## src/rtl/mopshub_test_sequencer.sv

```systemverilog
`default_nettype none
// ============================================================================
// mopshub_test_sequencer : per-bus RX / TX / custom-message bring-up campaign
// Revision: 1.0
// ============================================================================
module mopshub_test_sequencer #(
    parameter int N_BUSES        = 32,
    parameter int BUS_W          = 5,
    parameter int GAP_CYCLES     = 120,
    parameter int TIMEOUT_CYCLES = 65535,
    parameter int TO_W           = 16,
    parameter int CNT_W          = 8
) (
    input  logic               clk_40_m,
    input  logic               rst,
    input  logic               start,
    input  logic               abort,
    input  logic               en_rx,
    input  logic               en_tx,
    input  logic               en_adv,
    input  logic [N_BUSES-1:0] bus_mask,
    input  logic               rx_end,
    input  logic               tx_end,
    input  logic               adv_end,
    input  logic               phase_pass,
    output logic               test_rx,
    output logic               test_tx,
    output logic               test_adv,
    output logic               endwait_all,
    output logic [BUS_W-1:0]   bus_sel,
    output logic               busy,
    output logic               done,
    output logic [CNT_W-1:0]   pass_cnt,
    output logic [CNT_W-1:0]   fail_cnt,
    output logic               timeout_flag,
    output logic [BUS_W-1:0]   timeout_bus
);

    typedef enum logic [2:0] {
        S_IDLE, S_RX_RUN, S_ENDWAIT, S_GAP, S_TX_RUN, S_ADV_RUN, S_NEXT_BUS, S_DONE
    } state_t;

    // One counter serves both the phase timeout and the inter-phase gap.
    localparam logic [TO_W-1:0] TO_LAST  = TO_W'(TIMEOUT_CYCLES - 1);
    localparam logic [TO_W-1:0] GAP_LAST = TO_W'(GAP_CYCLES - 1);

    state_t             state_q, state_d;
    logic [BUS_W-1:0]   bus_sel_q, bus_sel_d;
    logic [N_BUSES-1:0] mask_q, mask_d;
    logic               en_rx_q, en_rx_d, en_tx_q, en_tx_d, en_adv_q, en_adv_d;
    logic [TO_W-1:0]    cnt_q, cnt_d;
    logic [CNT_W-1:0]   pass_q, pass_d, fail_q, fail_d;
    logic               to_flag_q, to_flag_d;
    logic [BUS_W-1:0]   to_bus_q, to_bus_d;

    logic               first_found, nxt_found;
    logic [BUS_W-1:0]   first_idx, nxt_idx;
    logic               in_run, run_end;
    state_t             after_run;

    function automatic state_t first_phase(input logic r, input logic t);
        if (r)      return S_RX_RUN;
        else if (t) return S_TX_RUN;
        else        return S_ADV_RUN;
    endfunction

    function automatic logic [CNT_W-1:0] sat_inc(input logic [CNT_W-1:0] v);
        return (&v) ? v : v + 1'b1;
    endfunction

    // Descending loops so the lowest qualifying index wins.
    always_comb begin
        first_found = 1'b0;
        first_idx   = '0;
        nxt_found   = 1'b0;
        nxt_idx     = '0;
        for (int i = N_BUSES - 1; i >= 0; i--) begin
            if (bus_mask[i]) begin
                first_found = 1'b1;
                first_idx   = BUS_W'(i);
            end
            if (mask_q[i] && (i > int'(bus_sel_q))) begin
                nxt_found = 1'b1;
                nxt_idx   = BUS_W'(i);
            end
        end
    end

    always_comb begin
        state_d   = state_q;
        bus_sel_d = bus_sel_q;
        mask_d    = mask_q;
        en_rx_d   = en_rx_q;
        en_tx_d   = en_tx_q;
        en_adv_d  = en_adv_q;
        cnt_d     = '0;
        pass_d    = pass_q;
        fail_d    = fail_q;
        to_flag_d = to_flag_q;
        to_bus_d  = to_bus_q;
        in_run    = 1'b0;
        run_end   = 1'b0;
        after_run = S_NEXT_BUS;

        case (state_q)
            S_IDLE: begin
                bus_sel_d = '0;
                if (start && !abort) begin
                    mask_d    = bus_mask;
                    en_rx_d   = en_rx;
                    en_tx_d   = en_tx;
                    en_adv_d  = en_adv;
                    pass_d    = '0;
                    fail_d    = '0;
                    to_flag_d = 1'b0;
                    to_bus_d  = '0;
                    bus_sel_d = first_idx;
                    if (!first_found || !(en_rx || en_tx || en_adv))
                        state_d = S_DONE;
                    else
                        state_d = first_phase(en_rx, en_tx);
                end
            end
            S_RX_RUN: begin
                in_run    = 1'b1;
                run_end   = rx_end;
                after_run = S_ENDWAIT;
            end
            S_TX_RUN: begin
                in_run    = 1'b1;
                run_end   = tx_end;
                after_run = en_adv_q ? S_ADV_RUN : S_NEXT_BUS;
            end
            S_ADV_RUN: begin
                in_run  = 1'b1;
                run_end = adv_end;
            end
            S_ENDWAIT: begin
                if (en_tx_q)       state_d = S_GAP;
                else if (en_adv_q) state_d = S_ADV_RUN;
                else               state_d = S_NEXT_BUS;
            end
            S_GAP: begin
                if (cnt_q == GAP_LAST) state_d = S_TX_RUN;
                else                   cnt_d   = cnt_q + 1'b1;
            end
            S_NEXT_BUS: begin
                if (nxt_found) begin
                    bus_sel_d = nxt_idx;
                    state_d   = first_phase(en_rx_q, en_tx_q);
                end else begin
                    state_d = S_DONE;
                end
            end
            S_DONE: begin
                bus_sel_d = '0;
                state_d   = S_IDLE;
            end
            default: state_d = S_IDLE;
        endcase

        // An end pulse in the expiry cycle is a normal completion, not a timeout.
        if (in_run) begin
            if (run_end || (cnt_q == TO_LAST)) begin
                state_d = after_run;
                if (run_end && phase_pass) pass_d = sat_inc(pass_q);
                else                       fail_d = sat_inc(fail_q);
                if (!run_end) begin
                    to_flag_d = 1'b1;
                    to_bus_d  = bus_sel_q;
                end
            end else begin
                cnt_d = cnt_q + 1'b1;
            end
        end

        if (abort && (state_q != S_IDLE)) begin
            state_d   = S_IDLE;
            bus_sel_d = '0;
            cnt_d     = '0;
            pass_d    = pass_q;
            fail_d    = fail_q;
            to_flag_d = to_flag_q;
            to_bus_d  = to_bus_q;
        end
    end

    always_ff @(posedge clk_40_m) begin
        if (!rst) begin
            state_q   <= S_IDLE;
            bus_sel_q <= '0;
            mask_q    <= '0;
            en_rx_q   <= 1'b0;
            en_tx_q   <= 1'b0;
            en_adv_q  <= 1'b0;
            cnt_q     <= '0;
            pass_q    <= '0;
            fail_q    <= '0;
            to_flag_q <= 1'b0;
            to_bus_q  <= '0;
        end else begin
            state_q   <= state_d;
            bus_sel_q <= bus_sel_d;
            mask_q    <= mask_d;
            en_rx_q   <= en_rx_d;
            en_tx_q   <= en_tx_d;
            en_adv_q  <= en_adv_d;
            cnt_q     <= cnt_d;
            pass_q    <= pass_d;
            fail_q    <= fail_d;
            to_flag_q <= to_flag_d;
            to_bus_q  <= to_bus_d;
        end
    end

    assign test_rx      = (state_q == S_RX_RUN);
    assign test_tx      = (state_q == S_TX_RUN);
    assign test_adv     = (state_q == S_ADV_RUN);
    assign endwait_all  = (state_q == S_ENDWAIT);
    assign busy         = (state_q != S_IDLE);
    assign done         = (state_q == S_DONE);
    assign bus_sel      = bus_sel_q;
    assign pass_cnt     = pass_q;
    assign fail_cnt     = fail_q;
    assign timeout_flag = to_flag_q;
    assign timeout_bus  = to_bus_q;

endmodule
`default_nettype wire
```

## config.mk

```make
export PLATFORM = sky130hd
export DESIGN_NAME = mopshub_test_sequencer
export DESIGN_NICKNAME = d
export VERILOG_FILES = /design/src/rtl/mopshub_test_sequencer.sv
export SDC_FILE = /design/constraint.sdc
export NUM_CORES = 1
export LEC_CHECK = 0
export CORE_AREA = 5 5 103 105
export CTS_CLUSTER_DIAMETER = 120
export DETAILED_ROUTE_END_ITERATION = 8
export DIE_AREA = 0 0 108 110
export PLACE_DENSITY_LB_ADDON = 0.15
export SLEW_MARGIN = 15
export SYNTH_ARGS = -nofsm -noshare
export SYNTH_HDL_FRONTEND = slang
export SYNTH_SLANG_ARGS = --single-unit
```

## constraint.sdc

```tcl
create_clock -name clk_40_m -period 2.3 [get_ports clk_40_m]
set_input_delay 0.23 -clock clk_40_m [delete_from_list [all_inputs] [get_ports clk_40_m]]
set_output_delay 0.23 -clock clk_40_m [all_outputs]
set_load 0.03 [all_outputs]
```

After elaboration in Yosys (flattened, before gate mapping)
Cells that the tools add are included.
Widths: inputs -> output; s select.
{"block": "classes", "reduce_logical": 52, "div": 0, "shift": 0, "add_sub_neg": 3, "eq_ne": 12, "bitwise_logic": 2, "magnitude_cmp": 31, "mux": 171, "multipliers": 0}
{"operator": "$mux 5", "count": 70}
{"operator": "$mux 8", "count": 12}
{"operator": "$gt 5x5->1 const A", "count": 16}
{"operator": "$mux 1", "count": 71}
{"operator": "$mux 16", "count": 4}
{"operator": "$gt 4x5->1 const A", "count": 8}
{"operator": "$logic_and 1x1->1", "count": 34}
{"operator": "$mux 3", "count": 9}
{"operator": "$gt 3x5->1 const A", "count": 4}
{"operator": "$add 16x1->16 const B", "count": 1}
{"operator": "$add 8x1->8 const B", "count": 2}
{"operator": "$eq 16x16->1 const B", "count": 1}
{"operator": "$eq 16x7->1 const B", "count": 1}
{"operator": "$reduce_and 8->1", "count": 2}
{"operator": "$pmux 3 s5", "count": 1}
{"operator": "$pmux 5 s3", "count": 1}
{"operator": "$eq 3x3->1 const B", "count": 4}
{"operator": "$gt 2x5->1 const A", "count": 2}
{"operator": "$ne 4x4->1 const B", "count": 2}
{"operator": "$reduce_and 2->1", "count": 4}
{"operator": "$eq 3x2->1 const B", "count": 2}
{"operator": "$pmux 3 s2", "count": 1}
{"operator": "$reduce_bool 3->1", "count": 2}
{"operator": "$gt 1x5->1 const A", "count": 1}
{"operator": "10 further kinds", "count": 16}
{"block": "totals", "latchBits": 0, "mem_bits_ro": 0, "out_inout_bits": 33, "ramBits": 0, "n_memories": 0, "ff_bits": 81, "elab_cells": 282, "inputBits": 43}

Depth between registers and ports, before layout
Gate-level depths: netlist of run 1.
{"block": "depth", "ltp_word": 39, "ltp_mapped": 10, "depth_no_buf": 9}

Least setup slack after synthesis of run 1
Ideal clock, no wire load.
{"block": "synth_timing", "path_type": "register -> register", "start": "register bus_sel_q[2], in the netlist bus_sel[2]", "end": "register bus_sel_q[0], in the netlist bus_sel[0]", "period_less_slack_ns": 2.174, "required_ns": 2.168, "setup_slack_ns": 0.126, "setup_time_ns": 0.132, "stages_incl_launch_ff": 9, "n_path_buf": 1, "arrival_time_ns": 2.043, "cell_sequence": "dfxtp_1 > buf_4 > inv_1 > o31ai_1 > o21bai_1 > a2111oi_2 > a21oi_2 > o21ai_0 > a21oi_1"}
{"block": "synth_via", "elab_chain_len": 35, "elab_cells_between_ends": 128, "classes_between": "order compare (31); eq/ne (1); mux (64); reduce/logical (32)"}
{"item": "start, declared", "line_no": "48", "text": "logic [BUS_W-1:0] bus_sel_q, bus_sel_d;"}
{"item": "start signal, assigned", "line_no": "203", "text": "bus_sel_q <= bus_sel_d;"}
{"item": "$gt 5x5->1", "line_no": "82", "text": "if (mask_q[i] && (i > int'(bus_sel_q))) begin"}
{"item": "$logic_and 1x1->1", "line_no": "82"}
{"item": "$mux 5 or $mux 1 (tied branches) (31 in series)", "line_no": "82"}
{"item": "$mux 5 or $ne 2x2->1 (tied branches)"}
{"item": "$pmux 5 s3 or $reduce_and 2->1 (tied branches)"}
Several ways; a longest one is shown, not always the timed one. The select of a mux whose other input is x is not followed.
A chain may end at the register's enable or synchronous reset.

Final worst setup path of run 1
{"block": "layout_timing", "start": "register bus_sel_q[1], in the netlist bus_sel[1]", "end": "register state_q[2]"}
{"block": "layout_via", "elab_chain_len": 37, "elab_cells_between_ends": 97, "classes_between": "order compare (31); mux (35); reduce/logical (31)"}
{"item": "$gt 5x5->1", "line_no": "82"}
{"item": "$logic_and 1x1->1", "line_no": "82"}
{"item": "$mux 1 (30 in series)", "line_no": "82"}
{"item": "$mux 1 *", "line_no": "82"}
{"item": "$mux 3 *", "line_no": "148", "text": "if (nxt_found) begin"}
{"item": "$pmux 3 s5 *", "line_no": "105", "text": "case (state_q)"}
{"item": "$mux 3", "line_no": "164", "text": "if (run_end || (cnt_q == TO_LAST)) begin"}
{"item": "$mux 3 *", "line_no": "163", "text": "if (in_run) begin"}
{"item": "end signal, assigned", "line_no": "202", "text": "state_q <= state_d;"}
{"item": "end, declared", "line_no": "47", "text": "state_t state_q, state_d;"}
Every way passes the cells marked *; elsewhere a longest branch is shown, timed or not.

==> impl_metrics.py, run 1 <==
metrics = {
    "final_layout": {
        "finalNetCount": 865,
        "area_growth_pct": 30.8,
        "layout_common_cells": "nand2_1 (114), nor2_1 (83), dfxtp_1 (75)",
        "diodes": 0,
        "final_util_pct": 70.5,
        "layout_commonest_cell": "nand2_1",
        "drive_gt1_share_pct": 15.3,
    },
    "synthesis": {
        "synth-seq-cells": 80,
        "synth_edf_count": 0,
        "syn_avg_cell_area_sq_um": 7.46,
        "synth_top_area_share_pct": 31.1,
        "synthAdderAreaFrac_pct": 0.972,
        "synth_xor_area_share_pct": 2.38,
        "synth-compound-area-share_pct": 27.3,
        "synthFlopType": "dfxtp_1",
        "syn-num-nets": 737,
        "synth.yosys.seq_area_share_pct": 31.1,
        "ys_types": 75,
        "netlist_area_sq_um": 5150,
        "synthTopCellsByArea": "dfxtp_1 (31%), nand2_1 (8.3%), nor2_1 (6.0%)",
        "synth_top_family_by_area": "simple AND/OR/NAND/NOR gates",
        "muxShareOfSynthArea_pct": 1.24,
        "synthArstFlopShare_pct": 0,
        "yosysTopAreaCell": "dfxtp_1",
        "netlist_instances": 690,
        "ys_warn_count": 0,
        "synth-simple-area-share_pct": 32.1,
    },
    "clocking": {
        "cts-root-buf": "clkbuf_8",
        "cts_inserted_buffers": 9,
        "cts_tree": "yes",
        "cts_sinks": 80,
        "insertion_delay_ps": 370,
        "cts-hold-fix-buffers": 0,
        "clk_pin_slew_worst_paths_ps": 90,
        "clockBufferDepth": 2,
        "cts_post_setup_buffers_inserted": 0,
        "htree_levels": 3,
    },
    "setup_path": {
        "crit_type": "flop to flop",
        "worstPathRequired_ps": 2590,
        "start_kind": "flop",
        "arrival_ps": 2500,
        "rr_worst_depth": 8,
        "crit_fanout": 30,
        "crit_path_end_kind": "flop",
    },
    "routing": {
        "routedWlPerCell_microns": 16.4,
        "num_vias": 5607,
        "first_iter_violations": 411,
        "ant_nets": 0,
        "vias_per_cell": 5.87,
        "drc": 0,
        "routed_wl_mm": 15.7,
        "dr.pass1.iters": 5,
    },
    "sta": {
        "max_slew_margin_pct": 62.8,
        "hold_viol_final": 0,
        "setup_tns_ps": 0,
        "fin_crit_ps": 2220,
        "fmax_mhz": 451,
        "timing.final.crit_share_pct": 96.3,
        "slew_viol_final": 0,
        "tightest_slew_ps": 553,
        "finClkSkew_ps": 10.5,
        "setup_violations": 0,
        "holdWs_ps": 462,
    },
    "floorplanning": {
        "core-area_sq_um": 9550,
        "fp.dieW_microns": 108,
        "rows": 36,
        "initial_core_util_pct": 53.9,
        "die-area_sq_um": 11900,
        "die_h_microns": 110,
        "io_pins": 76,
    },
    "hold_path": {
        "hold_path.class": "flop to flop",
        "hold_depth": 2,
    },
    "placement": {
        "dp.final_hpwl_mm": 12.3,
        "numPortBuffers": 75,
        "gp_congestion": 0.904,
    },
    "power_and_ir_drop": {
        "power_density_nw_per_um2": 770,
        "leakagePower_nw": 2.56,
        "worst_ir_drop_vdd_mv": 0.434,
        "power.total_mw": 5.18,
    },
    "run": {
        "max_cap_viol_count": 0,
    },
    "global_route": {
        "grt_max_degree": 35,
        "grt_pass1_vias": 5241,
        "antenna_found_initial": 0,
        "track_usage_pct": 26.7,
        "grt_pass1_wl_mm": 25.4,
        "grt.overflow.total": 0,
    },
    "run_status": {
        "outcome": "finished, final reports clean",
    },
}
==> layer usage <==
layer	vias up	wire length, microns	global-route usage [%]
met5	-	0	0
met4	0	399	9.38
met3	31	1240	6.00
met2	229	7160	43.0
met1	2597	6890	35.5
li1	2750	-	-
==> critical path: stages, from the launching register on <==
cell and delay, ps:
dfxtp_2 370, buf_12 180, nand3_2 170, o21ai_1 250
nand3_2 150, nor4b_4 390, and3_4 260, a21oi_1 110
a221oi_2 240
==> sequential cells by signal (all words and copies together) (netlist names) <==
register,cells
mask_q,31
cnt_q,16
fail_cnt,8
pass_cnt,8
bus_sel,5
timeout_bus,5
state_q,3
en_adv_q,1
en_rx_q,1
en_tx_q,1
timeout_flag,1
==> synthesized netlist by cell type, types with 3 or more instances <==
cell type	number
dfxtp_1	80
buf_4	5
a211oi_1	7
nand2_1	114
a21o_1	6
and3_1	20
nor3_1	16
nand2b_1	12
ha_1	4
o21ai_0	28
and2_1	5
o2bb2ai_1	4
o21bai_1	6
a221oi_1	3
o221ai_1	3
a21oi_1	36
a311oi_1	3
a31oi_1	6
o211ai_1	10
mux2i_1	3
nand3b_1	3
nand3_1	25
nand4_1	10
and4_1	3
xor2_1	12
buf_6	5
nor2b_1	18
nand4b_1	3
nor4_1	11
nor2_1	83
o31ai_1	6
o22ai_1	7
clkbuf_1	16
buf_2	6
a21boi_0	38
a22o_1	3
inv_1	18
==> through the flow <==
| step | worst slack, ps | instance area [sq um] | cells |
|---|---|---|---|
| floorplan | 126 | 5150 | 690 |
| finish | 84.4 | 6740 | 956 |
| detailed placement | -77.8 | 6460 | 940 |
| global placement | 20.2 | 6460 | 940 |
| CTS | 6.49 | 6680 | 956 |
| global route | -18.9 | 6740 | 956 |
==> cell families after synthesis <==
family / Yosys count
simple gates: 340
compound gates: 196
flops: 80
buf+inv: 50
xor+xnor: 14
mux: 6
fa+ha+maj: 4
==> power by group <==
group          leakage, nW  total [mW]  internal (mW)  switching (mW)
clock                0.110        1.12          0.549           0.576
combinational         1.80        2.35           1.02            1.33
sequential           0.651        1.71           1.52           0.187
==> cell type report <==
| type | instances | area [sq um] |
|---|---|---|
| well taps | 133 | 166 |
| fillers | 829 | 2810 |
| repair buffers | 149 | 1340 |
| clock inverters | 6 | 72.6 |
| flip-flops and latches | 80 | 1610 |
| multi-input cells | 560 | 3340 |
| clock buffers | 10 | 138 |
| inverters | 18 | 67.6 |
==> repair_timing <==
action	in CTS	in global routing
gates resized for setup	2	19
hold endpoints to repair	0	0
setup endpoints to repair	3	9
pin swaps	0	4
==> worst paths after layout <==
kind,startpoint,slack [ps],to
min,mask_q[24]$_SDFFE_PN0P_,460,mask_q[24]$_SDFFE_PN0P_
max,bus_sel[1]$_SDFFE_PP0P_,80,state_q[2]$_SDFF_PP0_
min reg2reg,mask_q[24]$_SDFFE_PN0P_,460,mask_q[24]$_SDFFE_PN0P_
max reg2reg,bus_sel[1]$_SDFFE_PP0P_,80,state_q[2]$_SDFF_PP0_
Note: power is estimated with default switching activity, not from simulation.
==> inputs of run 2 (changes only) <==
--- a/config.mk
+++ b/config.mk
@@ -7,6 +7,7 @@
 export LEC_CHECK = 0
 export CORE_AREA = 5 5 103 105
 export CTS_CLUSTER_DIAMETER = 120
+export CTS_CLUSTER_SIZE = 40
 export DETAILED_ROUTE_END_ITERATION = 8
 export DIE_AREA = 0 0 108 110
 export PLACE_DENSITY_LB_ADDON = 0.15
==> results of run 2 <==
Final layout, timing and power as in run 1 (identical DEF).
